## config.mk

```make
export PLATFORM = sky130hd
export DESIGN_NAME = lcm_unit
export DESIGN_NICKNAME = d
export VERILOG_FILES = /design/src/rtl/lcm_unit.sv
export SDC_FILE = /design/constraint.sdc
export NUM_CORES = 1
export LEC_CHECK = 0
export CORE_ASPECT_RATIO = 1.1
export CORE_UTILIZATION = 48
export CTS_CLUSTER_SIZE = 40
export DETAILED_ROUTE_END_ITERATION = 10
export PLACE_DENSITY = 0.69
export SETUP_SLACK_MARGIN = 0.05
export SYNTH_ARGS = -nofsm -noshare
export SYNTH_HDL_FRONTEND = slang
export SYNTH_SLANG_ARGS = --single-unit
```

## constraint.sdc

```tcl
create_clock -name clk -period 9.25 [get_ports clk]
set_clock_uncertainty 0.05 [all_clocks]
set_input_delay 1.3875 -clock clk [delete_from_list [all_inputs] [get_ports clk]]
set_output_delay 1.3875 -clock clk [all_outputs]
set_load 0.05 [all_outputs]
```

## src/rtl/lcm_unit.sv

```systemverilog
// lcm_unit: least common multiple of two unsigned operands, given their GCD.
// Computes lcm = (ia / ig) * ib using a restoring divider (one quotient bit per
// cycle, MSB first) followed by a shift-add multiplier (one multiplier bit per
// cycle, LSB first). Intended to sit behind the binary GCD stage.
//
// Ports:
//   clk    rising-edge clock
//   rst_   synchronous active-high reset; aborts any calculation in flight
//   start  one-cycle launch strobe, honoured only while idle
//   ia     operand A (unsigned, width bits)
//   ib     operand B (unsigned, width bits)
//   ig     gcd(ia, ib) from the upstream stage
//   busy   high from the launch edge until the result edge
//   done   one-cycle pulse coincident with a result update
//   err    result invalid (ig zero or not a divisor of ia); held until next result
//   lcm    registered result (2*width bits), held until the next result
module lcm_unit #(
    parameter int width = 7
) (
    input  logic                 clk,
    input  logic                 rst_,
    input  logic                 start,
    input  logic [width-1:0]     ia,
    input  logic [width-1:0]     ib,
    input  logic [width-1:0]     ig,
    output logic                 busy,
    output logic                 done,
    output logic                 err,
    output logic [2*width-1:0]   lcm
);

    localparam int CW = (width > 1) ? $clog2(width) : 1;
    localparam logic [CW-1:0] CNT_LAST = CW'(width - 1);
    localparam logic [CW-1:0] CNT_ZERO = CW'(0);
    localparam logic [CW-1:0] CNT_ONE  = CW'(1);

    typedef enum logic [1:0] {
        S_IDLE = 2'd0,
        S_DIV  = 2'd1,
        S_MUL  = 2'd2,
        S_DONE = 2'd3
    } state_t;

    state_t               state_q, state_d;
    logic [width-1:0]     a_q, a_d;
    logic [width-1:0]     b_q, b_d;
    logic [width-1:0]     g_q, g_d;
    logic [width-1:0]     q_q, q_d;
    logic [width-1:0]     rem_q, rem_d;
    logic [2*width-1:0]   acc_q, acc_d;
    logic [CW-1:0]        cnt_q, cnt_d;
    logic                 zero_q, zero_d;
    logic                 errf_q, errf_d;
    logic                 busy_q, busy_d;
    logic                 done_q, done_d;
    logic                 err_q, err_d;
    logic [2*width-1:0]   lcm_q, lcm_d;

    logic [width:0]       rem_shift_s;
    logic [width-1:0]     rem_next_s;
    logic [2*width-1:0]   q_ext_s;

    // Next-state and datapath logic for the divide/multiply sequencer.
    always_comb begin
        state_d     = state_q;
        a_d         = a_q;
        b_d         = b_q;
        g_d         = g_q;
        q_d         = q_q;
        rem_d       = rem_q;
        acc_d       = acc_q;
        cnt_d       = cnt_q;
        zero_d      = zero_q;
        errf_d      = errf_q;
        busy_d      = busy_q;
        done_d      = 1'b0;
        err_d       = err_q;
        lcm_d       = lcm_q;
        rem_shift_s = {rem_q, a_q[cnt_q]};
        rem_next_s  = rem_shift_s[width-1:0];
        q_ext_s     = {{width{1'b0}}, q_q};

        case (state_q)
            S_IDLE: begin
                if (start) begin
                    a_d    = ia;
                    b_d    = ib;
                    g_d    = ig;
                    busy_d = 1'b1;
                    q_d    = {width{1'b0}};
                    rem_d  = {width{1'b0}};
                    acc_d  = {(2*width){1'b0}};
                    zero_d = 1'b0;
                    errf_d = 1'b0;
                    cnt_d  = CNT_LAST;
                    if ((ia == {width{1'b0}}) || (ib == {width{1'b0}})) begin
                        // Early results take one pass through the final
                        // multiply step (q=0 keeps acc at 0) so they
                        // appear two edges after launch.
                        zero_d  = 1'b1;
                        state_d = S_MUL;
                    end else if (ig == {width{1'b0}}) begin
                        errf_d  = 1'b1;
                        state_d = S_MUL;
                    end else begin
                        state_d = S_DIV;
                    end
                end else begin
                    state_d = S_IDLE;
                end
            end
            S_DIV: begin
                // Restoring step: the remainder stays below g, so the
                // shifted value fits in width+1 bits and the difference in width.
                if (rem_shift_s >= {1'b0, g_q}) begin
                    rem_next_s = width'(rem_shift_s - {1'b0, g_q});
                    q_d[cnt_q] = 1'b1;
                end else begin
                    rem_next_s = rem_shift_s[width-1:0];
                end
                rem_d = rem_next_s;
                if (cnt_q == CNT_ZERO) begin
                    if (rem_next_s != {width{1'b0}}) begin
                        errf_d  = 1'b1;
                        state_d = S_DONE;
                    end else begin
                        acc_d   = {(2*width){1'b0}};
                        cnt_d   = CNT_ZERO;
                        state_d = S_MUL;
                    end
                end else begin
                    cnt_d = cnt_q - CNT_ONE;
                end
            end
            S_MUL: begin
                if (b_q[cnt_q]) begin
                    acc_d = acc_q + (q_ext_s << cnt_q);
                end else begin
                    acc_d = acc_q;
                end
                if (cnt_q == CNT_LAST) begin
                    state_d = S_DONE;
                end else begin
                    cnt_d = cnt_q + CNT_ONE;
                end
            end
            S_DONE: begin
                if (zero_q || errf_q) begin
                    lcm_d = {(2*width){1'b0}};
                end else begin
                    lcm_d = acc_q;
                end
                err_d   = errf_q;
                done_d  = 1'b1;
                busy_d  = 1'b0;
                state_d = S_IDLE;
            end
            default: begin
                state_d = S_IDLE;
                busy_d  = 1'b0;
            end
        endcase
    end

    // State, datapath and output registers with synchronous reset.
    always_ff @(posedge clk) begin
        if (rst_) begin
            state_q <= S_IDLE;
            a_q     <= {width{1'b0}};
            b_q     <= {width{1'b0}};
            g_q     <= {width{1'b0}};
            q_q     <= {width{1'b0}};
            rem_q   <= {width{1'b0}};
            acc_q   <= {(2*width){1'b0}};
            cnt_q   <= CNT_ZERO;
            zero_q  <= 1'b0;
            errf_q  <= 1'b0;
            busy_q  <= 1'b0;
            done_q  <= 1'b0;
            err_q   <= 1'b0;
            lcm_q   <= {(2*width){1'b0}};
        end else begin
            state_q <= state_d;
            a_q     <= a_d;
            b_q     <= b_d;
            g_q     <= g_d;
            q_q     <= q_d;
            rem_q   <= rem_d;
            acc_q   <= acc_d;
            cnt_q   <= cnt_d;
            zero_q  <= zero_d;
            errf_q  <= errf_d;
            busy_q  <= busy_d;
            done_q  <= done_d;
            err_q   <= err_d;
            lcm_q   <= lcm_d;
        end
    end

    assign busy = busy_q;
    assign done = done_q;
    assign err  = err_q;
    assign lcm  = lcm_q;

endmodule

```

# Word-level counts from Yosys, hierarchy flattened
# Index checks and enable logic that the tools add are counted.
# W data, S select, Z words.
dict set report totals {
  register_bits 73
  out_inout_bits 17
  elab_cells 96
}
dict set report op_classes {
  n_addsub 4
  order_cmp 3
  n_eq_ne 13
  shift 1
  mux 40
  bitwise_logic 1
  reduce_logical 20
}
# op count
set ops {}
lappend ops {{$mux W14} 5}
lappend ops {{$pmux W14 S3} 1}
lappend ops {{$mux W7} 4}
lappend ops {{$pmux W7 S2} 2}
lappend ops {{$logic_not A7 Y1} 3}
lappend ops {{$ne A2 B2 Y1 const B} 8}
lappend ops {{$add A14 B14 Y14} 1}
lappend ops {{$shl A7 B3 Y14} 1}
lappend ops {{$mux W1} 12}
lappend ops {{$mux W3} 4}
lappend ops {{$mux W2} 5}
lappend ops {{$pmux W3 S3} 1}
lappend ops {{$ge A8 B7 Y1} 1}
lappend ops {{$pmux W2 S4} 1}
lappend ops {{$reduce_and A2 Y1} 4}
lappend ops {{$reduce_and A4 Y1} 2}
lappend ops {{$or A7 B7 Y7} 1}
lappend ops {{$reduce_bool A7 Y1} 1}
lappend ops {{$sub A7 B7 Y7} 1}
lappend ops {{$bmux W1 S3} 2}
lappend ops {{$reduce_and A5 Y1} 1}
lappend ops {{$eq A2 B2 Y1 const B} 2}
lappend ops {{$lt A3 B4 Y1 const B} 1}
lappend ops {{$pmux W1 S2} 2}
lappend ops {{other kinds (14)} 16}

# Logic depth before layout (Yosys ltp)
dict set report logic_depth {
  word_depth 9
  ltp_mapped 15
  depth_no_buf 13
}

# Worst setup path after synthesis
# OpenSTA, ideal clock, no wires.
dict set report synth_timing {
  path_type {register to register}
  from {register cnt_q[1]}
  to {register acc_q[13]}
  setup_ps 123
  arrival_ps 3571
  setup_slack_ps 5506
  stages_incl_launch_ff 14
  path_buffers 1
  synth_period_minus_slack_ps 3744
  cell_sequence {dfxtp_1 > clkbuf_1 > inv_1 > a211oi_1 > a221oi_1 > ha_1 > fa_1 > and2b_1 > o22a_1 > a211oi_2 > or4b_1 > a221oi_1 > o21ai_2 > mux2_1}
}
dict set report synth_between {
  elab_chain_len 8
  word_cells_on_any_way 18
  classes_between {add/sub (2); order compare (1); eq/ne (3); shift (1); mux (8); reduce/logical (3)}
}
# item line
set synth_lines {}
lappend synth_lines {{start: declaration} 51} ;# logic [CW-1:0] cnt_q, cnt_d;
lappend synth_lines {{start signal: assignment} 190} ;# cnt_q <= cnt_d;
lappend synth_lines {{$bmux W1 S3} 79} ;# rem_shift_s = {rem_q, a_q[cnt_q]};
lappend synth_lines {{$mux W1 (implied by the code)} 79}
lappend synth_lines {{$sub A7 B7 Y7 / $ge A8 B7 Y1 (equally long branches)} {116, 115}}
lappend synth_lines {{$mux W7} 115} ;# if (rem_shift_s >= {1'b0, g_q}) begin
lappend synth_lines {{$mux W7} 83} ;# case (state_q)
lappend synth_lines {{$reduce_bool A7 Y1} 123} ;# if (rem_next_s != {width{1'b0}}) begin
lappend synth_lines {{$ne A2 B2 Y1 (no line)} --}
lappend synth_lines {{$reduce_and A5 Y1 (no line)} --}
lappend synth_lines {{end signal: assignment} 174} ;# acc_q <= {(2*width){1'b0}};
lappend synth_lines {{end: declaration} 50} ;# logic [2*width-1:0] acc_q, acc_d;
# Several ways; a longest one is shown, not always the timed one. The select of a mux whose other input is x is not followed.
# A chain may end at the register's enable or synchronous reset.

# Worst setup path after layout
dict set report layout_timing {
  from {register cnt_q[2]}
  to {register acc_q[13]}
}
# Same word-level chain as after synthesis.

==> results.md <==
* NetSw at roughly 530 uW
* Hold Slack at about 400 ps
* Status: finished, final reports clean
* Avg Cell Area, Syn at between 7 and 8 um2
* Total congestion overflow at 0
* Post-DP HPWL at 7800 um
* Critical Path RT at around 9500 ps
* # Post-CTS Setup Buffers at 0
* Antenna fix cells at 0
* Cell Area, Synth at 0.00446 mm2
* FILL cells at between 800 and 900
* Flop pwr share at 32.0%
* Setup-violating endpoint count in the final report at 0
* Fin. Hold Viols at 0
* Detail Route Antenna Nets at 0
* Number of global-route vias before repair at roughly 3800
* Net count reported at finish at 640
* Sum Neg Setup Slack at 0 ps
* RSZ-0062 raised after global routing: false
* Placed cells at slightly below 700
* Starting Density at 50.0%
* Number of buffers and inverters on the critical path at 0
* Most common cell after layout, fill and taps aside: nand2_1
* Clock slew at reported path FFs at 80 ps
* Clk_lat worst skew at roughly 360 ps
* Total internal power at roughly 760 uW
* Reg area at 0.00146 mm2
* Commonest non-fill, non-tap cells in the layout: 89 x nand2_1, 73 x dfxtp_1, 61 x a21oi_1
* Critical Path Slowest Stage Cell: dfxtp_1
* Synth Net Count at just over 600
* Max incr delay on CP at 790 ps
* Area delta synth->final at 14.3%
* WL final at about 10000 um
* Most Frequent Cell on Critical Path: a221oi_1
* Routability cong. at 0.863
* Worst setup SP type: register
* WS Path Type: reg2reg
* TritonCTS Buffers at 9
* Pwr Density at about 250 mW/mm2
* Number of enable flip-flop cells after synthesis at 0
* Synth Warn # at 0
* Pleak at between 2 and 2.5 nW
* Final min period at around 4900 ps
* Finished Core Util at a little under three fifths
* Clock power share at a little over a fifth
* Std cell rows at 36
* Sw frac at 41.2%
* CP top delay family: compound AO/OA/AOI/OAI gates
* CP Capture Type: register
* Drt initial violations at 226
* Die Height at about 100 um
* Vias per cell at between 5 and 6
* CTS H-Tree Depth at 3
* PortBufs at 40
* Clock Tree Root: clkbuf_8
* Share of the clock period used by the worst path at between 50 and 60%
* Worst EP arrival at 5120 ps
* Remaining DRCs at 0
* Post-synthesis sequential area ratio at 32.8%
* Maximum clock rate at roughly 200 MHz
* I/O pin total at 41
* Routed len/inst at roughly 15 um
* Multi-input gate area at ~0.0028 mm2
* Clock Sinks at 73
* # Max-Cap Violations at 0
* Syn Inst Count at 560
* Initial antenna violation count at 0
* Detailed-router iteration count before antenna repair at 5
* Ys async rst share at 0%
* Critical-path cell list: mux2_2 -> a221oi_1 -> ha_1 -> fa_1 -> and2b_1 -> o22a_1 -> a211oi_2 -> or4b_1 -> a221oi_1 -> o21ai_2 -> mux2_1
* CTS tree: yes
* Slew Viols, Final at 0
* Post-synth top area cell: dfxtp_1
* Largest net degree at the start of global routing at 52
* Via count at 4019
* Max clock buf depth at 2
* DIE AREA at ~0.0097 mm2
* Global-route wire length before repair at around 17000 um
* Core Box Area at between 0.008 and 0.009 mm2
* Peak VDD IR at approximately 0.00014 V
* Area share of the largest cell type after synthesis at about a third
* Die W at around 94 um
* Crit-path max FO at 23
* Synth cell types at 67
* Share of cells above drive strength 1 at under 10%
* Combinational share of power at a little under half
* Worst slew pin tran at between 900 and 1000 ps
* Synth Flop Type: dfxtp_1
* # resized after CTS at 0
* Main area contributors after synthesis: dfxtp_1 33%, ha_1 8.1%, nand2_1 7.5%
* Final non-filler cell total at 703
* GRT Resource Usage Total at 23.1%
* Slew margin rel. at roughly two fifths
* Post-CTS Hold Buffers at 0
* Flop2flop setup slack at 4340 ps
* #FFs+latches synth at 73
* Worst Hold Class: reg2reg
[per-stage QoR]
step / cell area (um2) / power [mW] / setup WS (ps)
2_1_floorplan: 4460 / 0.900 / 5510
3_3_place_gp: 4890 / 1.01 / 4460
3_5_place_dp: 4890 / 1.02 / 4330
4_1_cts: 5100 / 1.29 / 4300
5_1_grt: 5100 / 1.38 / 3960
6_report: 5100 / 1.29 / 4340
[worst reg2reg max path: cells and delay by family, from the launching register on]
kind,cells,cell delay [ps]
AOI/OAI and AO/OA,5,2220
and+or+nand+nor,2,470
adders and majority gates,2,490
muxes,2,800
DFF,1,790
[metal layers]
metal / wire length, um / up-vias / global-route usage [%] / share of wire, %
li1: - / 2025 / - / -
met1: 4490 / 1871 / 27.4 / 43
met2: 5240 / 103 / 39.9 / 50
met3: 437 / 20 / 4.79 / 4.2
met4: 260 / 0 / 11.2 / 2.5
met5: 0 / - / 0 / 0
[cells by family (layout without fill, tap and decap cells)]
| group | after synthesis | in the layout | share of synthesized area, % |
|---|---|---|---|
| and+or+nand+nor | 218 | 218 | 22.3 |
| muxes | 32 | 32 | 7.69 |
| DFF | 73 | 73 | 32.8 |
| xor gates and xnor gates | 11 | 11 | 2.16 |
| AOI/OAI and AO/OA | 145 | 145 | 21.4 |
| adders and majority gates | 31 | 31 | 9.04 |
| buffers and inverters | 50 | 79 | 4.60 |
[state kept, by name, summed over array words and instances (netlist names), 2 cells and up]
name and count:
g_q 7, rem_q 7, a_q 7, acc_q 14, lcm 14, q_q 7, b_q 7, state_q 2
cnt_q 3
[area by class of cell]
cell class	instances	share of cell area, %
Inverter	22	1.62
Clock buffer	11	2.58
Multi-Input combinational cell	437	54.8
Sequential cell	73	28.7
Clock inverter	4	1.52
Timing Repair Buffer	42	8.05
Tap cell	114	2.80
[final timing paths]
path | from | endpoint | cells past startpoint
max | cnt_q[2] | acc_q[13] | 11
min | a_q[2] | a_q[2] | 2
max reg2reg | cnt_q[2] | acc_q[13] | 11
min reg2reg | a_q[2] | a_q[2] | 2
[power by group through the flow]
stage          Combinational, mW  Sequential (mW)  Clock (mW)
6_report                   0.606            0.412       0.271
5_1_grt                    0.668            0.419       0.294
4_1_cts                    0.602            0.411       0.278
3_3_place_gp               0.589            0.416           0
2_1_floorplan              0.508            0.392           0
3_5_place_dp               0.598            0.418           0
[cells in the mapped netlist (all sizes together), types with 7 or more instances]
cell type and count:
nand2 89, dfxtp 73, a21oi 61, nor2 54
ha 29, mux2i 23, clkbuf 22, inv 22
o21ai 19, nor2b 17, nand3 14, nor3 10
a211oi 9, a22oi 8, mux2 8, xor2 7
No activity file was read; power rests on OpenSTA's default activity.
